<file path="config.mk">
export PLATFORM = sky130hd
export DESIGN_NAME = number_rom_arbiter_flat
export DESIGN_NICKNAME = d
export VERILOG_FILES = /design/src/rtl/number_rom_arbiter_if.sv /design/src/rtl/number_rom_arbiter.sv /design/src/flat_wrapper.sv
export SDC_FILE = /design/constraint.sdc
export NUM_CORES = 1
export LEC_CHECK = 0
export CAP_MARGIN = 20
export CORE_UTILIZATION = 38
export DETAILED_ROUTE_END_ITERATION = 10
export GPL_TIMING_DRIVEN = 0
export MAX_ROUTING_LAYER = met4
export PLACE_DENSITY = 0.65
export SKIP_CTS_REPAIR_TIMING = 1
export SKIP_LAST_GASP = 1
export SYNTH_ARGS = -nofsm -noshare
export SYNTH_HDL_FRONTEND = slang
export SYNTH_SLANG_ARGS = --single-unit
</file>
<file path="constraint.sdc">
create_clock -name clk -period 6.06 [get_ports clk]
set_clock_uncertainty 0.05 [all_clocks]
set_input_delay 0.909 -clock clk [delete_from_list [all_inputs] [get_ports clk]]
set_output_delay 0.909 -clock clk [all_outputs]
set_load 0.05 [all_outputs]
</file>
<file path="src/rtl/number_rom_arbiter_if.sv">
// number_rom_arbiter_if: signals between the glyph ROM arbiter and its
// neighbours. These are the VGA pixel pipeline, the host/debug reader and
// the Numbers ROM.
//   vga_*  : VGA fetch request (req/glyph/row/col) and response (valid/pixel/drop)
//   host_* : host read request (req/glyph/row/col) and response (ack/rvalid/rdata/err)
//   rom_*  : ROM read port (en/addr out of the arbiter, data back into it)
// Modports: slave = arbiter side, master = environment side.
interface number_rom_arbiter_if #(
  parameter int unsigned ADDR_WIDTH = 13,
  parameter int unsigned DATA_WIDTH = 11
);
  logic                  vga_req;
  logic [3:0]            vga_glyph;
  logic [7:0]            vga_row;
  logic [7:0]            vga_col;
  logic                  vga_valid;
  logic [DATA_WIDTH-1:0] vga_pixel;
  logic                  vga_drop;

  logic                  host_req;
  logic [3:0]            host_glyph;
  logic [7:0]            host_row;
  logic [7:0]            host_col;
  logic                  host_ack;
  logic                  host_rvalid;
  logic [DATA_WIDTH-1:0] host_rdata;
  logic                  host_err;

  logic                  rom_en;
  logic [ADDR_WIDTH-1:0] rom_addr;
  logic [DATA_WIDTH-1:0] rom_data;

  modport slave (
    input  vga_req, vga_glyph, vga_row, vga_col,
    output vga_valid, vga_pixel, vga_drop,
    input  host_req, host_glyph, host_row, host_col,
    output host_ack, host_rvalid, host_rdata, host_err,
    output rom_en, rom_addr,
    input  rom_data
  );

  modport master (
    output vga_req, vga_glyph, vga_row, vga_col,
    input  vga_valid, vga_pixel, vga_drop,
    output host_req, host_glyph, host_row, host_col,
    input  host_ack, host_rvalid, host_rdata, host_err,
    input  rom_en, rom_addr,
    output rom_data
  );
endinterface

</file>
<file path="src/rtl/number_rom_arbiter.sv">
// number_rom_arbiter: shares the single-port, 1-cycle-latency number-glyph
// ROM between two requesters. The VGA pixel pipeline has fixed priority. The
// host/debug reader uses a req/ack handshake. (glyph,row,col) is flattened to
// row*ROW_STRIDE + glyph*GLYPH_W + col. Both requesters see a response two
// edges after their request is sampled.
// Ports:
//   clk   - system clock, rising edge
//   rst_n - asynchronous active-low reset
//   bus   - number_rom_arbiter_if.slave (VGA, host and ROM signal groups)
// Optional feature, macro STARVE_GUARD_EN: after STARVE_MAX consecutive lost
// cycles, a pending host request pre-empts VGA. The pre-empted VGA request
// gets a vga_drop pulse instead of vga_valid. Without the macro, vga_drop is 0.
module number_rom_arbiter #(
  parameter int unsigned ADDR_WIDTH = 13,
  parameter int unsigned DATA_WIDTH = 11,
  parameter int unsigned ROW_STRIDE = 62,
  parameter int unsigned GLYPH_W    = 6,
  parameter int unsigned GLYPH_H    = 8,
  parameter int unsigned NUM_GLYPHS = 10,
  parameter int unsigned STARVE_MAX = 4
) (
  input  logic                 clk,
  input  logic                 rst_n,
  number_rom_arbiter_if.slave  bus
);

  // Elaboration-time parameter sanity
  if (NUM_GLYPHS * GLYPH_W > ROW_STRIDE) begin : g_bad_stride
    $error("NUM_GLYPHS*GLYPH_W exceeds ROW_STRIDE");
  end
  if (GLYPH_H * ROW_STRIDE > (2 ** ADDR_WIDTH)) begin : g_bad_height
    $error("GLYPH_H*ROW_STRIDE exceeds the ROM address space");
  end
  if (STARVE_MAX < 1) begin : g_bad_starve
    $error("STARVE_MAX must be at least 1");
  end

  typedef enum logic [0:0] {
    S_IDLE = 1'b0,
    S_BUSY = 1'b1
  } state_e;

  state_e                 state_q, state_d;

  logic                   rom_en_q, rom_en_d;
  logic [ADDR_WIDTH-1:0]  rom_addr_q, rom_addr_d;

  // In-flight tags: stage 1 (ROM reading) and stage 2 (ROM data available)
  logic                   s1_vga_q, s1_vga_d;
  logic                   s1_host_q, s1_host_d;
  logic                   s1_oor_q, s1_oor_d;
  logic                   s2_vga_q, s2_host_q, s2_oor_q;

  logic                   vga_valid_q, vga_valid_d;
  logic [DATA_WIDTH-1:0]  vga_pixel_q, vga_pixel_d;
  logic                   host_ack_q, host_ack_d;
  logic                   host_rvalid_q, host_rvalid_d;
  logic [DATA_WIDTH-1:0]  host_rdata_q, host_rdata_d;
  logic                   host_err_q, host_err_d;

  logic                   host_win_c;
  logic                   vga_win_c;
  logic                   oor_c;
  logic [3:0]             sel_glyph_c;
  logic [7:0]             sel_row_c;
  logic [7:0]             sel_col_c;
  logic [ADDR_WIDTH-1:0]  addr_c;

`ifdef STARVE_GUARD_EN
  localparam int unsigned STARVE_W = $clog2(STARVE_MAX + 1);

  logic [STARVE_W-1:0]    starve_q, starve_d;
  logic                   s1_drop_q, s1_drop_d;
  logic                   s2_drop_q;
  logic                   vga_drop_q, vga_drop_d;
`endif

  // Arbitration and address generation for the access sampled this edge
  always_comb begin
    host_win_c = 1'b0;
    if (state_q == S_IDLE && bus.host_req) begin
`ifdef STARVE_GUARD_EN
      host_win_c = !bus.vga_req || (starve_q == STARVE_W'(STARVE_MAX));
`else
      host_win_c = !bus.vga_req;
`endif
    end
    vga_win_c = bus.vga_req && !host_win_c;

    sel_glyph_c = host_win_c ? bus.host_glyph : bus.vga_glyph;
    sel_row_c   = host_win_c ? bus.host_row   : bus.vga_row;
    sel_col_c   = host_win_c ? bus.host_col   : bus.vga_col;

    oor_c = (32'(sel_glyph_c) >= NUM_GLYPHS) ||
            (32'(sel_row_c)   >= GLYPH_H)    ||
            (32'(sel_col_c)   >= GLYPH_W);

    addr_c = ADDR_WIDTH'(sel_row_c)   * ADDR_WIDTH'(ROW_STRIDE) +
             ADDR_WIDTH'(sel_glyph_c) * ADDR_WIDTH'(GLYPH_W)    +
             ADDR_WIDTH'(sel_col_c);
  end

  // Next-state: ROM issue, tag pipe, response routing and host FSM
  always_comb begin
    state_d       = state_q;
    rom_en_d      = 1'b0;
    rom_addr_d    = rom_addr_q;
    s1_vga_d      = 1'b0;
    s1_host_d     = 1'b0;
    s1_oor_d      = 1'b0;
    vga_valid_d   = 1'b0;
    vga_pixel_d   = vga_pixel_q;
    host_ack_d    = 1'b0;
    host_rvalid_d = 1'b0;
    host_rdata_d  = host_rdata_q;
    host_err_d    = host_err_q;
`ifdef STARVE_GUARD_EN
    starve_d      = starve_q;
    s1_drop_d     = 1'b0;
    vga_drop_d    = s2_drop_q;
`endif

    // An out-of-range request still consumes its slot but leaves the ROM idle
    if (host_win_c || vga_win_c) begin
      s1_vga_d  = vga_win_c;
      s1_host_d = host_win_c;
      s1_oor_d  = oor_c;
      if (!oor_c) begin
        rom_en_d   = 1'b1;
        rom_addr_d = addr_c;
      end
    end

    if (s2_vga_q) begin
      vga_valid_d = 1'b1;
      vga_pixel_d = s2_oor_q ? '0 : bus.rom_data;
    end

    case (state_q)
      S_IDLE: begin
        if (host_win_c) begin
          host_ack_d = 1'b1;
          state_d    = S_BUSY;
        end
      end
      S_BUSY: begin
        if (s2_host_q) begin
          host_rvalid_d = 1'b1;
          host_rdata_d  = s2_oor_q ? '0 : bus.rom_data;
          host_err_d    = s2_oor_q;
          state_d       = S_IDLE;
        end
      end
      default: state_d = S_IDLE;
    endcase

`ifdef STARVE_GUARD_EN
    // Counts cycles an idle-FSM host request lost its slot to VGA
    if (!bus.host_req || host_win_c) begin
      starve_d = '0;
    end else if (state_q == S_IDLE && bus.vga_req) begin
      starve_d = starve_q + STARVE_W'(1);
    end
    s1_drop_d = bus.vga_req && host_win_c;
`endif
  end

  always_ff @(posedge clk or negedge rst_n) begin
    if (!rst_n) begin
      state_q       <= S_IDLE;
      rom_en_q      <= 1'b0;
      rom_addr_q    <= '0;
      s1_vga_q      <= 1'b0;
      s1_host_q     <= 1'b0;
      s1_oor_q      <= 1'b0;
      s2_vga_q      <= 1'b0;
      s2_host_q     <= 1'b0;
      s2_oor_q      <= 1'b0;
      vga_valid_q   <= 1'b0;
      vga_pixel_q   <= '0;
      host_ack_q    <= 1'b0;
      host_rvalid_q <= 1'b0;
      host_rdata_q  <= '0;
      host_err_q    <= 1'b0;
`ifdef STARVE_GUARD_EN
      starve_q      <= '0;
      s1_drop_q     <= 1'b0;
      s2_drop_q     <= 1'b0;
      vga_drop_q    <= 1'b0;
`endif
    end else begin
      state_q       <= state_d;
      rom_en_q      <= rom_en_d;
      rom_addr_q    <= rom_addr_d;
      s1_vga_q      <= s1_vga_d;
      s1_host_q     <= s1_host_d;
      s1_oor_q      <= s1_oor_d;
      s2_vga_q      <= s1_vga_q;
      s2_host_q     <= s1_host_q;
      s2_oor_q      <= s1_oor_q;
      vga_valid_q   <= vga_valid_d;
      vga_pixel_q   <= vga_pixel_d;
      host_ack_q    <= host_ack_d;
      host_rvalid_q <= host_rvalid_d;
      host_rdata_q  <= host_rdata_d;
      host_err_q    <= host_err_d;
`ifdef STARVE_GUARD_EN
      starve_q      <= starve_d;
      s1_drop_q     <= s1_drop_d;
      s2_drop_q     <= s1_drop_q;
      vga_drop_q    <= vga_drop_d;
`endif
    end
  end

  assign bus.rom_en      = rom_en_q;
  assign bus.rom_addr    = rom_addr_q;
  assign bus.vga_valid   = vga_valid_q;
  assign bus.vga_pixel   = vga_pixel_q;
  assign bus.host_ack    = host_ack_q;
  assign bus.host_rvalid = host_rvalid_q;
  assign bus.host_rdata  = host_rdata_q;
  assign bus.host_err    = host_err_q;
`ifdef STARVE_GUARD_EN
  assign bus.vga_drop    = vga_drop_q;
`else
  assign bus.vga_drop    = 1'b0;
`endif

endmodule
</file>
<file path="src/flat_wrapper.sv">
// flat-port wrapper written by rule: the top's interface ports become plain ports
module number_rom_arbiter_flat 
#(
  parameter int unsigned ADDR_WIDTH = 13,
  parameter int unsigned DATA_WIDTH = 11,
  parameter int unsigned ROW_STRIDE = 62,
  parameter int unsigned GLYPH_W    = 6,
  parameter int unsigned GLYPH_H    = 8,
  parameter int unsigned NUM_GLYPHS = 10,
  parameter int unsigned STARVE_MAX = 4
)
  (clk, rst_n, bus_vga_req, bus_vga_glyph, bus_vga_row, bus_vga_col, bus_vga_valid, bus_vga_pixel, bus_vga_drop, bus_host_req, bus_host_glyph, bus_host_row, bus_host_col, bus_host_ack, bus_host_rvalid, bus_host_rdata, bus_host_err, bus_rom_en, bus_rom_addr, bus_rom_data);
  number_rom_arbiter_if #(.ADDR_WIDTH(ADDR_WIDTH), .DATA_WIDTH(DATA_WIDTH)) bus_i ();
  input  logic clk;
  input  logic rst_n;
  input wire logic [$bits(bus_i.vga_req)-1:0] bus_vga_req;
  input wire logic [$bits(bus_i.vga_glyph)-1:0] bus_vga_glyph;
  input wire logic [$bits(bus_i.vga_row)-1:0] bus_vga_row;
  input wire logic [$bits(bus_i.vga_col)-1:0] bus_vga_col;
  output wire logic [$bits(bus_i.vga_valid)-1:0] bus_vga_valid;
  output wire logic [$bits(bus_i.vga_pixel)-1:0] bus_vga_pixel;
  output wire logic [$bits(bus_i.vga_drop)-1:0] bus_vga_drop;
  input wire logic [$bits(bus_i.host_req)-1:0] bus_host_req;
  input wire logic [$bits(bus_i.host_glyph)-1:0] bus_host_glyph;
  input wire logic [$bits(bus_i.host_row)-1:0] bus_host_row;
  input wire logic [$bits(bus_i.host_col)-1:0] bus_host_col;
  output wire logic [$bits(bus_i.host_ack)-1:0] bus_host_ack;
  output wire logic [$bits(bus_i.host_rvalid)-1:0] bus_host_rvalid;
  output wire logic [$bits(bus_i.host_rdata)-1:0] bus_host_rdata;
  output wire logic [$bits(bus_i.host_err)-1:0] bus_host_err;
  output wire logic [$bits(bus_i.rom_en)-1:0] bus_rom_en;
  output wire logic [$bits(bus_i.rom_addr)-1:0] bus_rom_addr;
  input wire logic [$bits(bus_i.rom_data)-1:0] bus_rom_data;
  assign bus_i.vga_req = bus_vga_req;
  assign bus_i.vga_glyph = bus_vga_glyph;
  assign bus_i.vga_row = bus_vga_row;
  assign bus_i.vga_col = bus_vga_col;
  assign bus_vga_valid = bus_i.vga_valid;
  assign bus_vga_pixel = bus_i.vga_pixel;
  assign bus_vga_drop = bus_i.vga_drop;
  assign bus_i.host_req = bus_host_req;
  assign bus_i.host_glyph = bus_host_glyph;
  assign bus_i.host_row = bus_host_row;
  assign bus_i.host_col = bus_host_col;
  assign bus_host_ack = bus_i.host_ack;
  assign bus_host_rvalid = bus_i.host_rvalid;
  assign bus_host_rdata = bus_i.host_rdata;
  assign bus_host_err = bus_i.host_err;
  assign bus_rom_en = bus_i.rom_en;
  assign bus_rom_addr = bus_i.rom_addr;
  assign bus_i.rom_data = bus_rom_data;
  number_rom_arbiter #(.ADDR_WIDTH(ADDR_WIDTH), .DATA_WIDTH(DATA_WIDTH), .ROW_STRIDE(ROW_STRIDE), .GLYPH_W(GLYPH_W), .GLYPH_H(GLYPH_H), .NUM_GLYPHS(NUM_GLYPHS), .STARVE_MAX(STARVE_MAX)) u_core (.clk(clk), .rst_n(rst_n), .bus(bus_i));
endmodule
</file>
; Word level (Yosys, flattened, before mapping)
; Cells that the tools add are included.
[word_totals]
reg_bits = 47
latchBits = 0
ram_bits = 0
mem_bits_ro = 0
in_bits = 55
output_inout_bits = 41
elab_cells = 50
memories = 0
[classes]
addsub = 2
mul = 2
div_mod_pow = 0
n_lt_le_gt_ge = 3
eq_ne = 0
shift = 0
muxes = 17
n_bitwise = 2
n_reduce_logical = 9
[ops]
columns = cell, n
row1 = $mux 8, 2
row2 = $add 13x7->13, 1
row3 = $add 13x8->13, 1
row4 = $mul 8x5->12 const B, 1
row5 = $mux 1, 12
row6 = $mux 11, 1
row7 = $ge 8x3->1 const B, 1
row8 = $ge 8x4->1 const B, 1
row9 = $mul 4x2->6 const B, 1
row10 = $ge 4x4->1 const B, 1
row11 = $mux 4, 1
row12 = $reduce_and 2->1, 2
row13 = $logic_or 1x1->1, 3
row14 = $logic_and 1x1->1, 2
row15 = $logic_not 1->1, 2
row16 = $not 1->1, 2
row17 = $pmux 1 s2, 1

; Longest topological paths before layout
; Gate-level depths: netlist (run 1).
[depth]
depth_word = 9
depth_mapped = 20
depth_no_buf = 20

; Least setup slack after synthesis (run 1)
; No wires, ideal clock.
[synth_path]
path_type = input -> register
startpoint = input port bus_vga_req
endpoint = register u_core.rom_addr_q[12], in the netlist u_core.bus.rom_addr[12]
t_arrival_ns = 6.442
setup_slack_ns = -0.558
path_stages = 20
n_path_buf = 1
path_cell_list = nor3b_2 -> clkbuf_1 -> mux2_2 -> fa_1 -> fa_1 -> inv_1 -> fa_1 -> inv_1 -> ha_1 -> a21oi_1 -> nand2_1 -> xor2_1 -> fa_1 -> ha_1 -> o21a_1 -> o31a_1 -> o311ai_0 -> a2111oi_0 -> a21o_1 -> a31oi_1
[synth_between]
elab_chain_cells = 8
[synth_lines]
columns = element, line_no
row1 = "start, declared", flat_wrapper.sv:16  ; input wire logic [$bits(bus_i.vga_req)-1:0] bus_vga_req;
row2 = "parallel branches: the longest is 8 deep, another holds $add 13x7->13", n/a
row3 = "end signal, assigned", number_rom_arbiter.sv:194  ; rom_addr_q <= rom_addr_d;
row4 = "end, declared", number_rom_arbiter.sv:46  ; logic [ADDR_WIDTH-1:0] rom_addr_q, rom_addr_d;
; Several ways; the timed one is not identified.
; A chain may end at the register's enable or synchronous reset.

; Final worst setup path (run 1)
; Ends and elaborated chain as after synthesis.

==> results.ini, run 1 <==
[run_status]
status = complete, no violations

[clock_tree]
clockBufferDepth = 2
clk_latency_ns = 0.29
cts_inserted_buffers = 5
worst_setup_hold_path_clk_slew_ns = 0.09
cts_num_sinks = 47
cts-root-buf = sky130_fd_sc_hd__clkbuf_8
cts_max_level = 2
tritoncts = built

[final_layout]
insertedDiodeCount = 0
area_used_by_multi_input_combinational_logic_sq_um = 2417
finish.net_count = 582
post_route_cells_drive_above_1_share_pct = 13.52
regArea_sq_um = 1176
layout-area-overhead-vs-synth_pct = 39.38
largest_register_ffs = 13
fillCellCount = 821
fin_cells = 595

[routing]
route.antenna.remaining_nets = 0
vias = 2803
route.layer.met1.wl_um = 3891
drt_iter0_drc = 49
detail_route.wirelength_um = 8603
drt-wirelength-per-cell_um = 14.46
drc = 0
route.detailed.vias_per_inst = 4.711
routed-wl-met3_um = 254
met2_wirelength_um = 4412
drtPass1Iterations = 4
route.top_layer_used = met4

[hold_path]
min_delay_worst_endpoint = u_core.s2_vga_q
holdCritStartpoint = u_core.s1_vga_q
min_path_type = reg2reg
hold-path-cell-count = 0

[setup_path]
critical_path.startpoint_type = primary input
crit_path_end_kind = flop
path_max_fanout = 7
cp_data_arrival_time_ns = 6.06
timing_worst_setup_path_type = in2reg
reg2reg_setup_slack_ns = 0.47
critical_path_required_ns = 6.22
worst_r2r_endpoint = u_core.bus.rom_addr[12]
reg2reg_depth = 20
worstReg2RegStart = u_core.state_q

[synthesis]
synthesis.instances = 354
postSynth.topFlopCell = sky130_fd_sc_hd__dfrtp_1
mapped_avg_cell_area_sq_um = 10.45
post_synth_design_cell_area_sq_um = 3699
synth.net_count = 471
synth.yosys.seq_area_share_pct = 31.80
synth-seq-cells = 47
number_of_enable_type_register_cells_in_the_synthesized_netlist = 0
async_set_reset_flop_share_out_of_synthesis_pct = 100.0
yosys_warnings = 0
yosys.cell_types.count = 47

[global_routing]
grt_first_pass_wirelength_um = 14080
antenna_found_initial = 0
grt_pass1_vias = 2986
grt_max_degree = 41
globalRoute.totalOverflow = 0
grt.total_usage_pct = 18.36

[floorplan]
die_x_um = 100.7
die_area_sq_um = 10130
ioPinCount = 96
starting_utilization_of_the_core_area_pct = 39.65
std_cell_rows = 35
die_h_um = 100.7
core-area_sq_um = 9328

[timing]
post-route-min-period_ns = 5.896
hold_viol_final = 0
post-route-period-util_pct = 97.30
timing_max_transition_violations_final = 0
worst_pin_slew_ns = 0.7953
setup_total_negative_slack_ns = 0
max_freq_mhz = 169.6
setup-violations-final = 0
maxSlewHeadroom_pct = 46.98

[place]
dp_hpwl_um = 7056
gp_routability_congestion = 0.8146
placed_cells = 578
portBuffers = 94

[run]
timing.max_cap.violations = 0

-- cells by family after synthesis --
kind of cell / count (synthesis) / synth area share (%)
AND/OR/NAND/NOR: 69 / 10.05
buffers and inverters: 63 / 6.732
adder cells (fa/ha/maj): 62 / 25.85
AO/OA/AOI/OAI: 58 / 10.18
flip-flops: 47 / 31.80
multiplexers: 41 / 11.84
XOR/XNOR: 13 / 3.451
other: 1 / 0.1014
-- cell type report --
class,count,area share (%)
multi-input cells,244,46.89
well taps,129,3.131
repair buffers,104,19.81
inverters,54,3.932
clock buffers,5,1.335
plain buffers,9,1.165
clock inverters,3,0.9223
flip-flops and latches,47,22.82
-- Yosys cell counts, types with 2 or more instances --
master | count | area [sq um]
sky130_fd_sc_hd__fa_1 | 24 | 480.5
sky130_fd_sc_hd__clkbuf_1 | 4 | 15.01
sky130_fd_sc_hd__nand2b_1 | 11 | 68.82
sky130_fd_sc_hd__o21bai_1 | 2 | 15.01
sky130_fd_sc_hd__a21oi_1 | 11 | 55.05
sky130_fd_sc_hd__inv_1 | 54 | 202.7
sky130_fd_sc_hd__or2_2 | 2 | 12.51
sky130_fd_sc_hd__nor3_1 | 5 | 25.02
sky130_fd_sc_hd__a31oi_1 | 4 | 25.02
sky130_fd_sc_hd__mux2i_1 | 19 | 190.2
sky130_fd_sc_hd__ha_1 | 38 | 475.5
sky130_fd_sc_hd__nand3_1 | 5 | 25.02
sky130_fd_sc_hd__buf_1 | 2 | 7.510
sky130_fd_sc_hd__or3_1 | 2 | 12.51
sky130_fd_sc_hd__nor4_1 | 2 | 12.51
sky130_fd_sc_hd__mux2_2 | 22 | 247.7
sky130_fd_sc_hd__xnor2_1 | 8 | 70.07
sky130_fd_sc_hd__a21o_1 | 10 | 75.07
sky130_fd_sc_hd__nand2_1 | 20 | 75.07
sky130_fd_sc_hd__o21a_1 | 3 | 22.52
sky130_fd_sc_hd__a221oi_1 | 2 | 17.52
sky130_fd_sc_hd__o21ai_0 | 18 | 90.09
sky130_fd_sc_hd__xor2_1 | 4 | 35.03
sky130_fd_sc_hd__nor2_1 | 10 | 37.54
sky130_fd_sc_hd__dfrtp_1 | 47 | 1176
sky130_fd_sc_hd__nor2b_1 | 2 | 12.51
sky130_fd_sc_hd__and3_1 | 3 | 18.77
-- worst max path at each step --
stage	start	to	slack [ns]	depth (start not counted)
after floorplan	bus_host_req	u_core.bus.rom_addr[12]	0.003	20
after global placement	bus_vga_req	u_core.bus.rom_addr[9]	-1.08	20
after detailed placement	bus_vga_req	u_core.bus.rom_addr[9]	-1.11	20
after CTS	bus_vga_req	u_core.bus.rom_addr[9]	-0.80	20
after global routing	bus_vga_req	u_core.bus.rom_addr[12]	-0.05	21
final	bus_vga_req	u_core.bus.rom_addr[12]	0.16	21
-- layout by cell type, fill, tap and decap left out, types with 3 or more instances in the layout --
cell and instances:
sky130_fd_sc_hd__a31oi_1 4, sky130_fd_sc_hd__dfrtp_1 47, sky130_fd_sc_hd__and3_1 3, sky130_fd_sc_hd__o21ai_0 18, sky130_fd_sc_hd__mux2_4 3, sky130_fd_sc_hd__a21oi_1 10
sky130_fd_sc_hd__clkbuf_8 5, sky130_fd_sc_hd__ha_1 36, sky130_fd_sc_hd__fa_1 23, sky130_fd_sc_hd__nand2_1 19, sky130_fd_sc_hd__clkdlybuf4s50_1 91, sky130_fd_sc_hd__nand3_1 4
sky130_fd_sc_hd__mux2i_1 16, sky130_fd_sc_hd__nor3_1 5, sky130_fd_sc_hd__a21o_1 10, sky130_fd_sc_hd__nand2b_1 11, sky130_fd_sc_hd__xor2_1 3, sky130_fd_sc_hd__o21a_1 3
sky130_fd_sc_hd__nor2_1 10, sky130_fd_sc_hd__inv_1 54, sky130_fd_sc_hd__mux2_2 19, sky130_fd_sc_hd__xnor2_1 8, sky130_fd_sc_hd__clkbuf_1 3, sky130_fd_sc_hd__buf_4 10
-- metrics by stage --
stage / util (%) / setup WS (ns) / hold slack, ns / cell area (sq um)
6_report: 55.26 / 0.1635 / 0.3086 / 5155
3_3_place_gp: 52.05 / -1.077 / 0.2858 / 4855
3_5_place_dp: 52.21 / -1.110 / 0.2887 / 4870
2_1_floorplan: - / 0.002829 / 0.2812 / 3752
4_1_cts: 53.45 / -0.7981 / 0.3099 / 4986
5_1_grt: 55.26 / -0.04550 / 0.3214 / 5155
-- critical path, stage by stage --
cell                        delay, ns
sky130_fd_sc_hd__clkbuf_2        0.13
sky130_fd_sc_hd__nor3b_4         0.27
sky130_fd_sc_hd__buf_8           0.16
sky130_fd_sc_hd__mux2_4          0.32
sky130_fd_sc_hd__fa_1            0.53
sky130_fd_sc_hd__fa_2            0.56
sky130_fd_sc_hd__inv_1           0.05
sky130_fd_sc_hd__fa_1            0.47
sky130_fd_sc_hd__inv_1           0.06
sky130_fd_sc_hd__ha_4            0.24
sky130_fd_sc_hd__a21oi_4         0.16
sky130_fd_sc_hd__nand2_2         0.08
sky130_fd_sc_hd__xor2_2          0.15
sky130_fd_sc_hd__fa_1            0.50
sky130_fd_sc_hd__ha_4            0.29
sky130_fd_sc_hd__o21a_1          0.11
sky130_fd_sc_hd__o31a_1          0.22
sky130_fd_sc_hd__o311ai_4        0.15
sky130_fd_sc_hd__a2111oi_4       0.38
sky130_fd_sc_hd__nand3_1         0.11
sky130_fd_sc_hd__a31oi_1         0.18
-- metal layers --
metal  global-route usage (%)  vias up
met5                        -        -
met4                    2.453        0
met3                    2.843        4
met2                    32.14       51
met1                    23.03     1337
li1                         -     1411
Power of run 1 is left out: the tool's default activity adds up to more than one toggle a clock period on the data nets, which glitch-free logic cannot reach.
==> run 2, diff against run 1 <==
--- a/config.mk
+++ b/config.mk
@@ -6,11 +6,11 @@
 export NUM_CORES = 1
 export LEC_CHECK = 0
 export CAP_MARGIN = 20
-export CORE_UTILIZATION = 38
+export CORE_UTILIZATION = 45
 export DETAILED_ROUTE_END_ITERATION = 10
 export GPL_TIMING_DRIVEN = 0
 export MAX_ROUTING_LAYER = met4
-export PLACE_DENSITY = 0.65
+export PLACE_DENSITY = 0.76
 export SKIP_CTS_REPAIR_TIMING = 1
 export SKIP_LAST_GASP = 1
 export SYNTH_ARGS = -nofsm -noshare
==> run 2 against run 1 <==
  * Fmax fell by 0.19%
  * Worst setup slack got worse by 0.011 ns
  * First-iteration DRC count grew 39%
  * Critical path type unchanged
  * Via count grew 2.9%
  * Critical path depth unchanged
  * Global-route usage is 3.6 points higher
  * Utilization is 10 points higher
  * Hold slack better by 0.0086 ns
==> results.ini, run 2 (synthesized netlist as in run 1, its figures left out) <==
[routing]
detail_route.wirelength_um = 8730
drtPass1Iterations = 4
drt-wirelength-per-cell_um = 15.34
drc = 0
vias = 2884
drt_iter0_drc = 68
route.detailed.vias_per_inst = 5.069
route.antenna.remaining_nets = 0

[timing]
post-route-min-period_ns = 5.907
worst_pin_slew_ns = 0.8118
setup-violations-final = 0
post-route-period-util_pct = 97.48
hold_viol_final = 0
max_freq_mhz = 169.3
setup_total_negative_slack_ns = 0
maxSlewHeadroom_pct = 45.88
setup_repair_after_global_routing_missed_its_margin = true
timing_max_transition_violations_final = 0
hold_slack_ns = 0.3171

[clock_tree]
cts_max_level = 2
cts-root-buf = sky130_fd_sc_hd__clkbuf_8
cts_num_sinks = 47
clockBufferDepth = 2
cts_inserted_buffers = 5
clk_latency_ns = 0.30
worst_setup_hold_path_clk_slew_ns = 0.09
tritoncts = built

[global_routing]
gr-max-usage-layer = met2
grt.met2_usage_pct = 37.59
grt_first_pass_wirelength_um = 14540
grt_pass1_vias = 2985
globalRoute.totalOverflow = 0
grtUsageMet3_pct = 3.366
grt_max_degree = 43
antenna_found_initial = 0
grt.total_usage_pct = 21.93
use_met1_pct = 28.50

[final_layout]
final_common_cell = sky130_fd_sc_hd__clkdlybuf4s50_1
post_route_cells_drive_above_1_share_pct = 14.35
layout.cells.most_common_list = sky130_fd_sc_hd__clkdlybuf4s50_1 (91), sky130_fd_sc_hd__inv_1 (52), sky130_fd_sc_hd__dfrtp_1 (47)
finish.net_count = 583
post-route-cell-area_sq_um = 5129
largest_register_ffs = 13
fillCellCount = 633
insertedDiodeCount = 0
fin_cells = 569
layout-area-overhead-vs-synth_pct = 38.67

[run_status]
status = complete, no violations

[setup_path]
cp_data_arrival_time_ns = 6.08
path_common_cell = sky130_fd_sc_hd__fa_1
critical_path_required_ns = 6.23
worstReg2RegStart = u_core.state_q
timing_worst_setup_path_type = in2reg
series_of_cell_instances_along_the_critical_path = buf_4, nor3b_4, buf_8, mux2_4, fa_1, fa_2, inv_2, fa_1, inv_2, ha_4, a21oi_4, nand2_2, xor2_2, fa_1, ha_4, o21a_1, o31a_1, o311ai_4, a2111oi_4, nand3_1, a31oi_1
critical-path-max-stage-delay_ns = 0.58
critical_path.slowest_cell = sky130_fd_sc_hd__fa_2
path_max_fanout = 7
critical_path.startpoint = bus_vga_req
crit_path_end_kind = flop
critical_path.startpoint_type = primary input

[floorplan]
std_cell_rows = 32
die_area_sq_um = 8586
die_h_um = 92.66
die_x_um = 92.66
ioPinCount = 96
starting_utilization_of_the_core_area_pct = 47.13
core-area_sq_um = 7848

[place]
dpl_cell_area_sq_um = 4836
placed_cells = 551
dp_hpwl_um = 7045
gp_routability_congestion = 0.8411
portBuffers = 94

[hold_path]
holdCritStartpoint = u_core.s1_vga_q
min_path_type = reg2reg

[run]
timing.max_cap.violations = 0

-- run 2: cell count changes in the layout (fill, tap and decap cells not counted), sizes merged --
cell,before,now
buf,16,18
clkbuf,10,11
dlymetal6s2s,1,0
clkinv,1,0
-- run 2: metrics by stage --
step                util (%)  setup WS [ns]
finish                 65.35         0.1525
global route           65.35       -0.05724
CTS                    63.17        -0.7766
detailed placement     61.62         -1.082
global placement       61.43         -1.030
floorplan                  -       0.002829
-- run 2: area by class of cell --
| class | instances | area, sq um | area share, % |
|---|---|---|---|
| repair buffers | 105 | 1023 | 19.96 |
| well taps | 102 | 127.6 | 2.488 |
| multi-input cells | 244 | 2417 | 47.13 |
| clock inverters | 2 | 38.79 | 0.7563 |
| inverters | 54 | 202.7 | 3.952 |
| plain buffers | 9 | 60.06 | 1.171 |
| clock buffers | 6 | 82.58 | 1.610 |
| flip-flops and latches | 47 | 1176 | 22.93 |
-- run 2: worst paths after layout --
| kind | to | slack (ns) | depth (start not counted) |
|---|---|---|---|
| min in group asynchronous | u_core.bus.host_ack | 0.37 | 1 |
| max in group asynchronous | u_core.bus.rom_addr[0] | 5.13 | 2 |
| worst min-delay path | u_core.s2_vga_q | 0.32 | 0 |
| worst min register to register | u_core.s2_vga_q | 0.32 | 0 |
| worst max-delay path | u_core.bus.rom_addr[12] | 0.15 | 21 |
| worst max register to register | u_core.bus.rom_addr[12] | 0.46 | 20 |
-- run 2: metal layers --
layer / wire length, um / up-vias
met4: 34 / 0
li1: - / 1409
met3: 382 / 8
met1: 3850 / 1405
met5: 0 / -
met2: 4462 / 62
-- run 2: worst max-delay path, delay by kind of cell --
family	cells	cell delay, ns
buf+inv	4	0.38
fa+ha+maj	6	2.65
compound gates	6	1.21
xor+xnor	1	0.15
simple gates	3	0.44
mux	1	0.33
Power of run 2 is left out for the same reason.
